`config.mk`:
```
export PLATFORM = sky130hd
export DESIGN_NAME = mem_port_scheduler
export DESIGN_NICKNAME = d
export VERILOG_FILES = /design/src/rtl/mem_port_scheduler.sv
export SDC_FILE = /design/constraint.sdc
export NUM_CORES = 1
export LEC_CHECK = 0
export BUFFER_PORTS_ARGS = -buffer_cell sky130_fd_sc_hd__buf_2
export CAP_MARGIN = 20
export CORE_AREA = 2 2 137 139
export CTS_BUF_LIST = sky130_fd_sc_hd__clkbuf_4
export CTS_CLUSTER_SIZE = 25
export DETAILED_ROUTE_END_ITERATION = 7
export DIE_AREA = 0 0 139 141
export GPL_TIMING_DRIVEN = 0
export PLACE_DENSITY = 0.59
export SYNTH_ARGS = -nofsm -noshare
export SYNTH_HDL_FRONTEND = slang
export SYNTH_SLANG_ARGS = --single-unit
```
`constraint.sdc`:
```
create_clock -name clk -period 2.38 [get_ports clk]
set_clock_uncertainty 0.1 [all_clocks]
set_input_delay 0 -clock clk [delete_from_list [all_inputs] [get_ports clk]]
set_output_delay 0 -clock clk [all_outputs]
set_load 0.01 [all_outputs]
```
`src/rtl/mem_port_scheduler.sv`:
```
// mem_port_scheduler
// Shares one single-ported memory among NUM_CLIENTS requesters. Each
// requester asks for a multi-beat burst. A round-robin arbiter picks the
// owner, and the grant stays locked until the burst has finished.
//
// Ports
//   clk, rst        rising-edge clock; asynchronous active-high reset
//   req_valid       per-client request, held until that client's done
//   req_write       per-client burst direction (1 = write, 0 = read)
//   req_addr        per-client burst base word address (packed slices)
//   req_len         per-client beat count (packed slices, 0 means 1)
//   req_wdata       per-client current write beat (packed slices)
//   grant           one-hot burst owner (registered)
//   beat_ack        one-hot, memory accepted the owner's beat this cycle
//   rd_valid        one-hot, rd_data is valid for that client (registered)
//   rd_data         registered read data
//   done            one-cycle pulse to the owner at burst end (registered)
//   busy            scheduler is not idle
//   mem_en/mem_wr   memory access request / write strobe
//   mem_addr        memory word address
//   mem_wdata       memory write data
//   mem_rdata       memory read data, valid while mem_ready=1
//   mem_ready       memory accepts the current access this cycle
module mem_port_scheduler #(
  parameter int NUM_CLIENTS = 4,
  parameter int ADDR_WIDTH  = 16,
  parameter int DATA_WIDTH  = 32,
  parameter int LEN_WIDTH   = 4
) (
  input  logic                              clk,
  input  logic                              rst,
  input  logic [NUM_CLIENTS-1:0]            req_valid,
  input  logic [NUM_CLIENTS-1:0]            req_write,
  input  logic [NUM_CLIENTS*ADDR_WIDTH-1:0] req_addr,
  input  logic [NUM_CLIENTS*LEN_WIDTH-1:0]  req_len,
  input  logic [NUM_CLIENTS*DATA_WIDTH-1:0] req_wdata,
  output logic [NUM_CLIENTS-1:0]            grant,
  output logic [NUM_CLIENTS-1:0]            beat_ack,
  output logic [NUM_CLIENTS-1:0]            rd_valid,
  output logic [DATA_WIDTH-1:0]             rd_data,
  output logic [NUM_CLIENTS-1:0]            done,
  output logic                              busy,
  output logic                              mem_en,
  output logic                              mem_wr,
  output logic [ADDR_WIDTH-1:0]             mem_addr,
  output logic [DATA_WIDTH-1:0]             mem_wdata,
  input  logic [DATA_WIDTH-1:0]             mem_rdata,
  input  logic                              mem_ready
);

  localparam int IDX_W = (NUM_CLIENTS > 1) ? $clog2(NUM_CLIENTS) : 1;

  typedef enum logic [1:0] {
    ST_IDLE  = 2'd0,
    ST_BURST = 2'd1,
    ST_DONE  = 2'd2
  } state_t;

  state_t                 state;
  state_t                 state_next;
  logic [IDX_W-1:0]       ptr;
  logic [IDX_W-1:0]       owner;
  logic                   wr_flag;
  logic [ADDR_WIDTH-1:0]  base;
  logic [LEN_WIDTH-1:0]   len_q;
  logic [LEN_WIDTH-1:0]   beat;

  logic                   pick_found;
  logic [IDX_W-1:0]       pick_idx;
  logic [NUM_CLIENTS-1:0] pick_grant;
  logic                   pick_wr;
  logic [ADDR_WIDTH-1:0]  pick_addr;
  logic [LEN_WIDTH-1:0]   pick_len;
  int                     rot_idx;

  logic                   last_beat;
  logic                   accept;
  logic [IDX_W-1:0]       ptr_next;

  // Round-robin search: the first requesting client at or above ptr, wrapping.
  always_comb begin
    pick_found = 1'b0;
    pick_idx   = '0;
    rot_idx    = 0;
    for (int k = 0; k < NUM_CLIENTS; k++) begin
      rot_idx = (int'(ptr) + k >= NUM_CLIENTS) ? (int'(ptr) + k - NUM_CLIENTS)
                                               : (int'(ptr) + k);
      for (int i = 0; i < NUM_CLIENTS; i++) begin
        if (!pick_found && (i == rot_idx) && req_valid[i]) begin
          pick_found = 1'b1;
          pick_idx   = IDX_W'(i);
        end else begin
          pick_found = pick_found;
        end
      end
    end
  end

  // Select the chosen client's burst descriptor.
  always_comb begin
    pick_grant = '0;
    pick_wr    = 1'b0;
    pick_addr  = '0;
    pick_len   = '0;
    for (int i = 0; i < NUM_CLIENTS; i++) begin
      if (pick_found && (pick_idx == IDX_W'(i))) begin
        pick_grant[i] = 1'b1;
        pick_wr       = req_write[i];
        pick_addr     = req_addr[i*ADDR_WIDTH +: ADDR_WIDTH];
        pick_len      = req_len[i*LEN_WIDTH +: LEN_WIDTH];
      end else begin
        pick_grant[i] = 1'b0;
      end
    end
  end

  // Beat bookkeeping and the pointer value used once the burst retires.
  always_comb begin
    accept    = (state == ST_BURST) && mem_ready;
    last_beat = (beat == (len_q - LEN_WIDTH'(1)));
    if (owner == IDX_W'(NUM_CLIENTS - 1)) begin
      ptr_next = '0;
    end else begin
      ptr_next = owner + IDX_W'(1);
    end
  end

  // Next-state logic.
  always_comb begin
    state_next = state;
    case (state)
      ST_IDLE: begin
        if (pick_found) begin
          state_next = ST_BURST;
        end else begin
          state_next = ST_IDLE;
        end
      end
      ST_BURST: begin
        if (accept && last_beat) begin
          state_next = ST_DONE;
        end else begin
          state_next = ST_BURST;
        end
      end
      ST_DONE: state_next = ST_IDLE;
      default: state_next = ST_IDLE;
    endcase
  end

  // State, grant lock, burst descriptor latch and registered client outputs.
  always_ff @(posedge clk or posedge rst) begin
    if (rst) begin
      state    <= ST_IDLE;
      ptr      <= '0;
      owner    <= '0;
      wr_flag  <= 1'b0;
      base     <= '0;
      len_q    <= '0;
      beat     <= '0;
      grant    <= '0;
      rd_valid <= '0;
      rd_data  <= '0;
      done     <= '0;
    end else begin
      state    <= state_next;
      rd_valid <= '0;
      done     <= '0;
      case (state)
        ST_IDLE: begin
          if (pick_found) begin
            grant   <= pick_grant;
            owner   <= pick_idx;
            wr_flag <= pick_wr;
            base    <= pick_addr;
            // A zero length would otherwise never reach its last beat.
            len_q   <= (pick_len == '0) ? LEN_WIDTH'(1) : pick_len;
            beat    <= '0;
          end else begin
            grant   <= '0;
          end
        end
        ST_BURST: begin
          if (mem_ready) begin
            beat <= beat + LEN_WIDTH'(1);
            if (!wr_flag) begin
              rd_data  <= mem_rdata;
              rd_valid <= grant;
            end
            // Registered so done lands together with the last rd_valid.
            if (last_beat) begin
              done <= grant;
            end
          end
        end
        ST_DONE: begin
          ptr   <= ptr_next;
          grant <= '0;
        end
        default: begin
          grant <= '0;
        end
      endcase
    end
  end

  // Memory-side signals are decoded from registered state, so they hold
  // steady across mem_ready stalls.
  always_comb begin
    busy      = (state != ST_IDLE);
    mem_en    = (state == ST_BURST);
    mem_wr    = mem_en && wr_flag;
    mem_addr  = '0;
    mem_wdata = '0;
    beat_ack  = '0;
    if (mem_en) begin
      // Address arithmetic wraps at 2^ADDR_WIDTH.
      mem_addr = base + ADDR_WIDTH'(beat);
      for (int i = 0; i < NUM_CLIENTS; i++) begin
        if (grant[i]) begin
          mem_wdata = req_wdata[i*DATA_WIDTH +: DATA_WIDTH];
        end else begin
          mem_wdata = mem_wdata;
        end
      end
      if (mem_ready) begin
        beat_ack = grant;
      end else begin
        beat_ack = '0;
      end
    end else begin
      mem_addr = '0;
    end
  end

endmodule

```
==> results by group, run 1 <==
Die
  • Num rows: 50
  • Die H: 141 um
  • DIE WIDTH: 139 um
  • IO Pins: 350
  • Core area: 18300 um2
  • Die area: 19600 um2
  • Initial Utilization: 0.278

Routing
  • Final ANT Viol Nets: 0
  • Drt drc: 0
  • Post-DR vias/cell: 5.03
  • Initial DRC Count: 311
  • DRT Pass-1 Iters: 7
  • Vias post-DR: 6531
  • Total Routed Length: 24400 um
  • WL/cell: 18.7 um

Placement
  • Final HPWL DP: 18100 um
  • Number of port buffers: 347
  • Worst slack, placed: -0.0276 ns
  • Inst Count DP: 1154
  • Routability cong.: 0.851

Synthesis
  • Yosys top cell by area: dfrtp_1
  • Cells after Synth: 572
  • Mapped Nets: 831
  • Seq/Total Area, Yosys: 0.370
  • Yosys reg bits: 75
  • YS warnings: 0
  • Synth area leaders: dfrtp_1 (37%), mux2_2 (7.8%), a221oi_1 (5.5%)
  • Synth Cell Area: 5070 um2
  • Syn Area/Cell: 8.87 um2
  • Top_reg_cell synth: dfrtp_1
  • Ys async rst share: 1.00
  • Synth unique cells: 55
  • Yosys top cell area share: 0.370
  • Number of synthesized flops with an enable pin: 0
  • Most frequent cell after synthesis: dfrtp_1
  • Commonest cells post-synth: dfrtp_1 (75), nor2_1 (68), a21oi_1 (41)

Worst setup path
  • Critical Path Max Stage Delay: 0.46 ns
  • CP endpoint kind: output pin
  • Flop2flop setup slack: 0.13 ns
  • Worst-path maximum fanout: 3
  • CP arrival: 2.25 ns
  • Top delay family on crit path: compound AO/OA/AOI/OAI gates
  • CP Cell Sequence: ha_1, a21o_1, a21oi_4, o21ba_2, or3_4, a21oi_2, buf_6
  • Slowest-stage cell, CP: dfrtp_1
  • Setup CP Type: flip-flop to output pin
  • WP data required: 2.28 ns
  • WP buf/inv: 1
  • Setup crit start kind: flip-flop

Clock network
  • Total CTS buffers: 9
  • H-tree depth: 3
  • CTS clk-pin slew, worst paths: 0.13 ns
  • Longest Clk Path Bufs: 2
  • Clock root buffer: clkbuf_4
  • CTS tree: yes
  • CTS sink count: 75
  • Worst skew pair latency: 0.44 ns

Global routing
  • Global-route wire length before repair: 36400 um
  • GRT Overall Usage: 0.237
  • Initial antenna violation count: 7
  • Number of global-route vias before repair: 6587
  • Largest net degree at the start of global routing: 48
  • Gr ovfl total: 0

Worst hold path
  • HP Class: primary input to flip-flop

STA
  • Setup Viol. Count Final: 0
  • Final worst slack: 0.0299 ns
  • RSZ-0062 raised after global routing: yes
  • Final slew viol count: 0
  • Period utilisation layout: 0.987
  • Max Freq: 426 MHz
  • Min Tclk post-route: 2.35 ns
  • Worst Tran Pin Value: 0.585 ns
  • TNS Setup: 0 ns
  • Worst slew margin: 0.610
  • Final hold violations: 0

Finish
  • Final core occ: 0.478
  • Non-filler instance count after layout: 1299
  • Share of layout cells above drive strength 1: 0.449
  • Final-stage net count: 1313
  • Area Growth Syn to Fin: 72.2%

Status
  • Status: finished, final reports clean

Power
  • Max VDD drop: 0.500 mV
  • Leak pwr: 0.00428 uW
  • Power per cell area: 1210 nW/um2
  • Pwr Total: 10500 uW

Flow run
  • Max Cap Violations: 0
[power breakdown]
group          internal [uW]  switching, uW
registers               1850            470
clock network            430            510
logic                   3240           4040
total                   5520           5020
[cells by family after synthesis]
kind of cell | share of synthesized area
buffers and inverters | 0.0562
AOI/OAI and AO/OA | 0.228
xor gates and xnor gates | 0.0276
muxes | 0.0838
DFF | 0.370
adders and majority gates | 0.0212
and+or+nand+nor | 0.214
[state kept, by name, summed over array words and instances, names as in the netlist]
name / count
grant: 4
rd_data: 32
done: 4
rd_valid: 4
beat: 4
wr_flag: 1
ptr: 2
state: 2
base: 16
len_q: 4
owner: 2
[metal layers]
| layer | up-vias | track usage | wire length (um) |
|---|---|---|---|
| met3 | 55 | 0.0499 | 1700 |
| met5 | - | 0 | 0 |
| li1 | 3085 | - | - |
| met1 | 3054 | 0.272 | 9540 |
| met4 | 0 | 0.120 | 1040 |
| met2 | 337 | 0.419 | 12100 |
[final timing paths]
check,startpoint,end,cells past startpoint
worst max-delay path,base[1]$_DFFE_PP0P_,mem_addr[5],7
worst min-delay path,req_len[13],len_q[0]$_DFFE_PP0P_,4
worst max register to register,ptr[1]$_DFFE_PP0N_,base[0]$_DFFE_PP0P_,7
worst min register to register,owner[0]$_DFFE_PP0P_,ptr[0]$_DFFE_PP0N_,1
max in group asynchronous,rst,state[0]$_DFF_PP0_,5
min in group asynchronous,rst,rd_data[20]$_DFFE_PP0P_,4
[area by class of cell]
cell class,count,area [um2]
buffer,50,282
multi-input combinational,436,3050
clock inverter,7,100
antenna,6,15.0
inverter,11,43.8
fill,1777,9530
tap,234,293
timing repair buffer,471,3010
sequential,75,1880
clock buffer,9,67.6
[worst min-delay path: cells and delay by family]
family | cells | cell delay [ns]
AO/OA/AOI/OAI | 2 | 0.30
buffers and inverters | 1 | 0.10
AND/OR/NAND/NOR | 1 | 0.17
[metrics by stage]
stage,cell area [um2],hold WS [ns]
floorplan,5070,0.0477
global placement,7100,0.132
detailed placement,7130,-0.0593
CTS,8620,0.0131
global route,8740,0.0943
finish,8740,0.0671
[repair_timing]
item,CTS,global route
pin swaps,15,8
hold buffers,118,0
endpoints found under the setup margin,51,67
hold endpoints to repair,140,0
resized for setup,41,31
buffers inserted,3,2
[cells in the final DEF, fill, tap and decap left out, types with 4 or more instances in the layout]
cell,n
buf_2,356
dlygate4sd3_1,118
dfrtp_1,72
nor2_1,67
a21oi_1,37
nand2_1,36
mux2_2,35
nor3_1,34
nor2b_1,32
a221oi_1,29
a31oi_1,22
a222oi_1,17
and2_1,16
clkbuf_2,14
clkbuf_4,12
clkbuf_1,11
inv_1,10
buf_6,9
o21ai_0,9
buf_4,8
xnor2_1,8
xor2_1,7
diode_2,6
a41o_1,6
and3_1,6
nand2b_1,5
nand4_1,5
ha_1,5
a22o_1,4
Power figures use the tool's default switching activity.
==> inputs of run 2 (changes only) <==
Settings changed: CELL_PAD_IN_SITES_DETAIL_PLACEMENT set to 2, CELL_PAD_IN_SITES_GLOBAL_PLACEMENT set to 2, CORE_AREA 2 2 137 139 to unset, CORE_ASPECT_RATIO set to 1.4, CORE_UTILIZATION set to 22, DIE_AREA 0 0 139 141 to unset, PLACE_DENSITY 0.59 to 0.82.
==> results by group, run 2 (synthesis gave the netlist of run 1 again) <==
STA
  • Worst slew margin: 0.492
  • Final worst slack: -0.122 ns
  • Max Freq: 400 MHz
  • Hold slack: 0.0507 ns
  • TNS Setup: -0.219 ns
  • Final hold violations: 0
  • Final slew viol count: 0
  • RSZ-0062 raised after global routing: yes
  • Period utilisation layout: 1.05
  • Worst Tran Pin Value: 0.762 ns
  • Min Tclk post-route: 2.50 ns
  • Setup Viol. Count Final: 5

Clock network
  • CTS tree: yes
  • Total CTS buffers: 9
  • H-tree depth: 3
  • Clock root buffer: clkbuf_4
  • CTS sink count: 75
  • Worst skew pair latency: 0.47 ns
  • CTS clk-pin slew, worst paths: 0.16 ns
  • Longest Clk Path Bufs: 2

Global routing
  • Gr ovfl total: 0
  • GRT Overall Usage: 0.274
  • Largest net degree at the start of global routing: 65
  • Initial antenna violation count: 14
  • Global-route wire length before repair: 47600 um
  • Number of global-route vias before repair: 8044

Die
  • Core area: 22600 um2
  • Num rows: 65
  • Initial Utilization: 0.224
  • Die area: 23700 um2
  • IO Pins: 350
  • Die H: 182 um
  • DIE WIDTH: 130 um

Status
  • Status: finished with violations
  • Failing checks: setup timing

Routing
  • Drt drc: 0
  • Total Routed Length: 32800 um
  • Vias post-DR: 7029
  • WL/cell: 23.9 um
  • Initial DRC Count: 308
  • Final ANT Viol Nets: 0
  • DRT Pass-1 Iters: 5
  • Post-DR vias/cell: 5.13

Worst hold path
  • Hold path depth: 4
  • Hold Path Origin: req_valid[1]
  • HP Class: primary input to flip-flop
  • Hold Path Sink: owner[0]$_DFFE_PP0P_

Finish
  • Finished Cell Area: 8790 um2
  • Most frequent cells in the layout: buf_2 (363), dlygate4sd3_1 (115), nor2_1 (67), dfrtp_1 (67), a21oi_1 (37)
  • Number of flip-flops in the largest register: 32
  • Final-stage net count: 1313
  • Fillers: 2603
  • Commonest non-fill, non-tap cell in the layout: buf_2
  • Non-filler instance count after layout: 1371
  • Top reg by flops: rd_data
  • Share of layout cells above drive strength 1: 0.456
  • Largest regs: rd_data: 32 flops, base: 16 flops
  • Area Growth Syn to Fin: 73.2%

Flow run
  • Max Cap Violations: 0

Worst setup path
  • Reg-to-Reg End: base[7]$_DFFE_PP0P_
  • Flop2flop setup slack: 0.02 ns
  • Cells on worst reg2reg path: 7
  • CP arrival: 2.40 ns
  • Setup crit start kind: flip-flop
  • WP data required: 2.28 ns
  • FF-to-FF Start: ptr[1]$_DFFE_PP0N_
  • CP endpoint kind: output pin
  • Worst-path maximum fanout: 6
  • Setup CP Type: flip-flop to output pin

Power
  • Leak pwr: 0.00427 uW
  • Power per cell area: 1250 nW/um2
  • Max VDD drop: 0.397 mV

Placement
  • Number of port buffers: 347
  • Post-DP Area: 7220 um2
  • Worst slack, placed: -0.0684 ns
  • Inst Count DP: 1222
  • Final HPWL DP: 21900 um
  • Routability cong.: 0.839
==> run 2: what timing repair did <==
action                                  4_1_cts  5_1_grt
endpoints found under the hold margin       132        0
gates cloned                                  0        1
resized for setup                            39       45
buffers inserted                              6        1
hold buffers                                115        0
endpoints found under the setup margin       63       82
pin swaps                                    14       20
==> run 2: cell type report <==
cell class | count | area (um2) | area share
Clock inverter | 7 | 52.6 | 0.00598
Tap cell | 301 | 377 | 0.0428
Buffer | 49 | 279 | 0.0317
Sequential cell | 75 | 1890 | 0.215
Clock buffer | 9 | 67.6 | 0.00769
Multi-Input combinational cell | 437 | 3080 | 0.350
Timing Repair Buffer | 471 | 2980 | 0.339
Inverter | 11 | 43.8 | 0.00498
Antenna cell | 11 | 27.5 | 0.00313
==> run 2: critical path, cell delays in order, from the launching register on <==
cell      delay [ns]
dfrtp_2         0.49
buf_6           0.14
fa_2            0.41
a21oi_4         0.17
o21bai_4        0.10
nand4_1         0.15
xnor2_1         0.15
and2_1          0.19
buf_2           0.15
==> run 2: metal layers <==
metal	GRT usage	wire, um	up-vias
li1	-	-	3098
met1	0.261	10900	3439
met2	0.514	17800	376
met3	0.0619	2310	112
met4	0.177	1800	4
met5	0	23	-
==> run 2: how the worst max path moves through the flow <==
stage / startpoint / to / depth (start not counted)
2_1_floorplan: rst / base[0]$_DFFE_PP0P_ / 1
4_1_cts: base[0]$_DFFE_PP0P_ / mem_addr[12] / 8
5_1_grt: base[1]$_DFFE_PP0P_ / mem_addr[10] / 8
6_report: base[1]$_DFFE_PP0P_ / mem_addr[10] / 8
3_5_place_dp: ptr[1]$_DFFE_PP0N_ / base[3]$_DFFE_PP0P_ / 7
3_3_place_gp: rst / base[6]$_DFFE_PP0P_ / 2
==> run 2: report_power, final <==
group	switching, uW	leakage [uW]	internal [uW]
clock network	573	0.0000619	222
logic	4500	0.00331	3250
registers	582	0.000895	1860
total	5660	0.00427	5330
==> run 2: metrics by stage <==
step                total power [uW]  utilization
finish                         11000        0.389
global route                   11700        0.388
CTS                            10500        0.382
detailed placement              9260        0.319
global placement                9000        0.318
floorplan                       6360            -
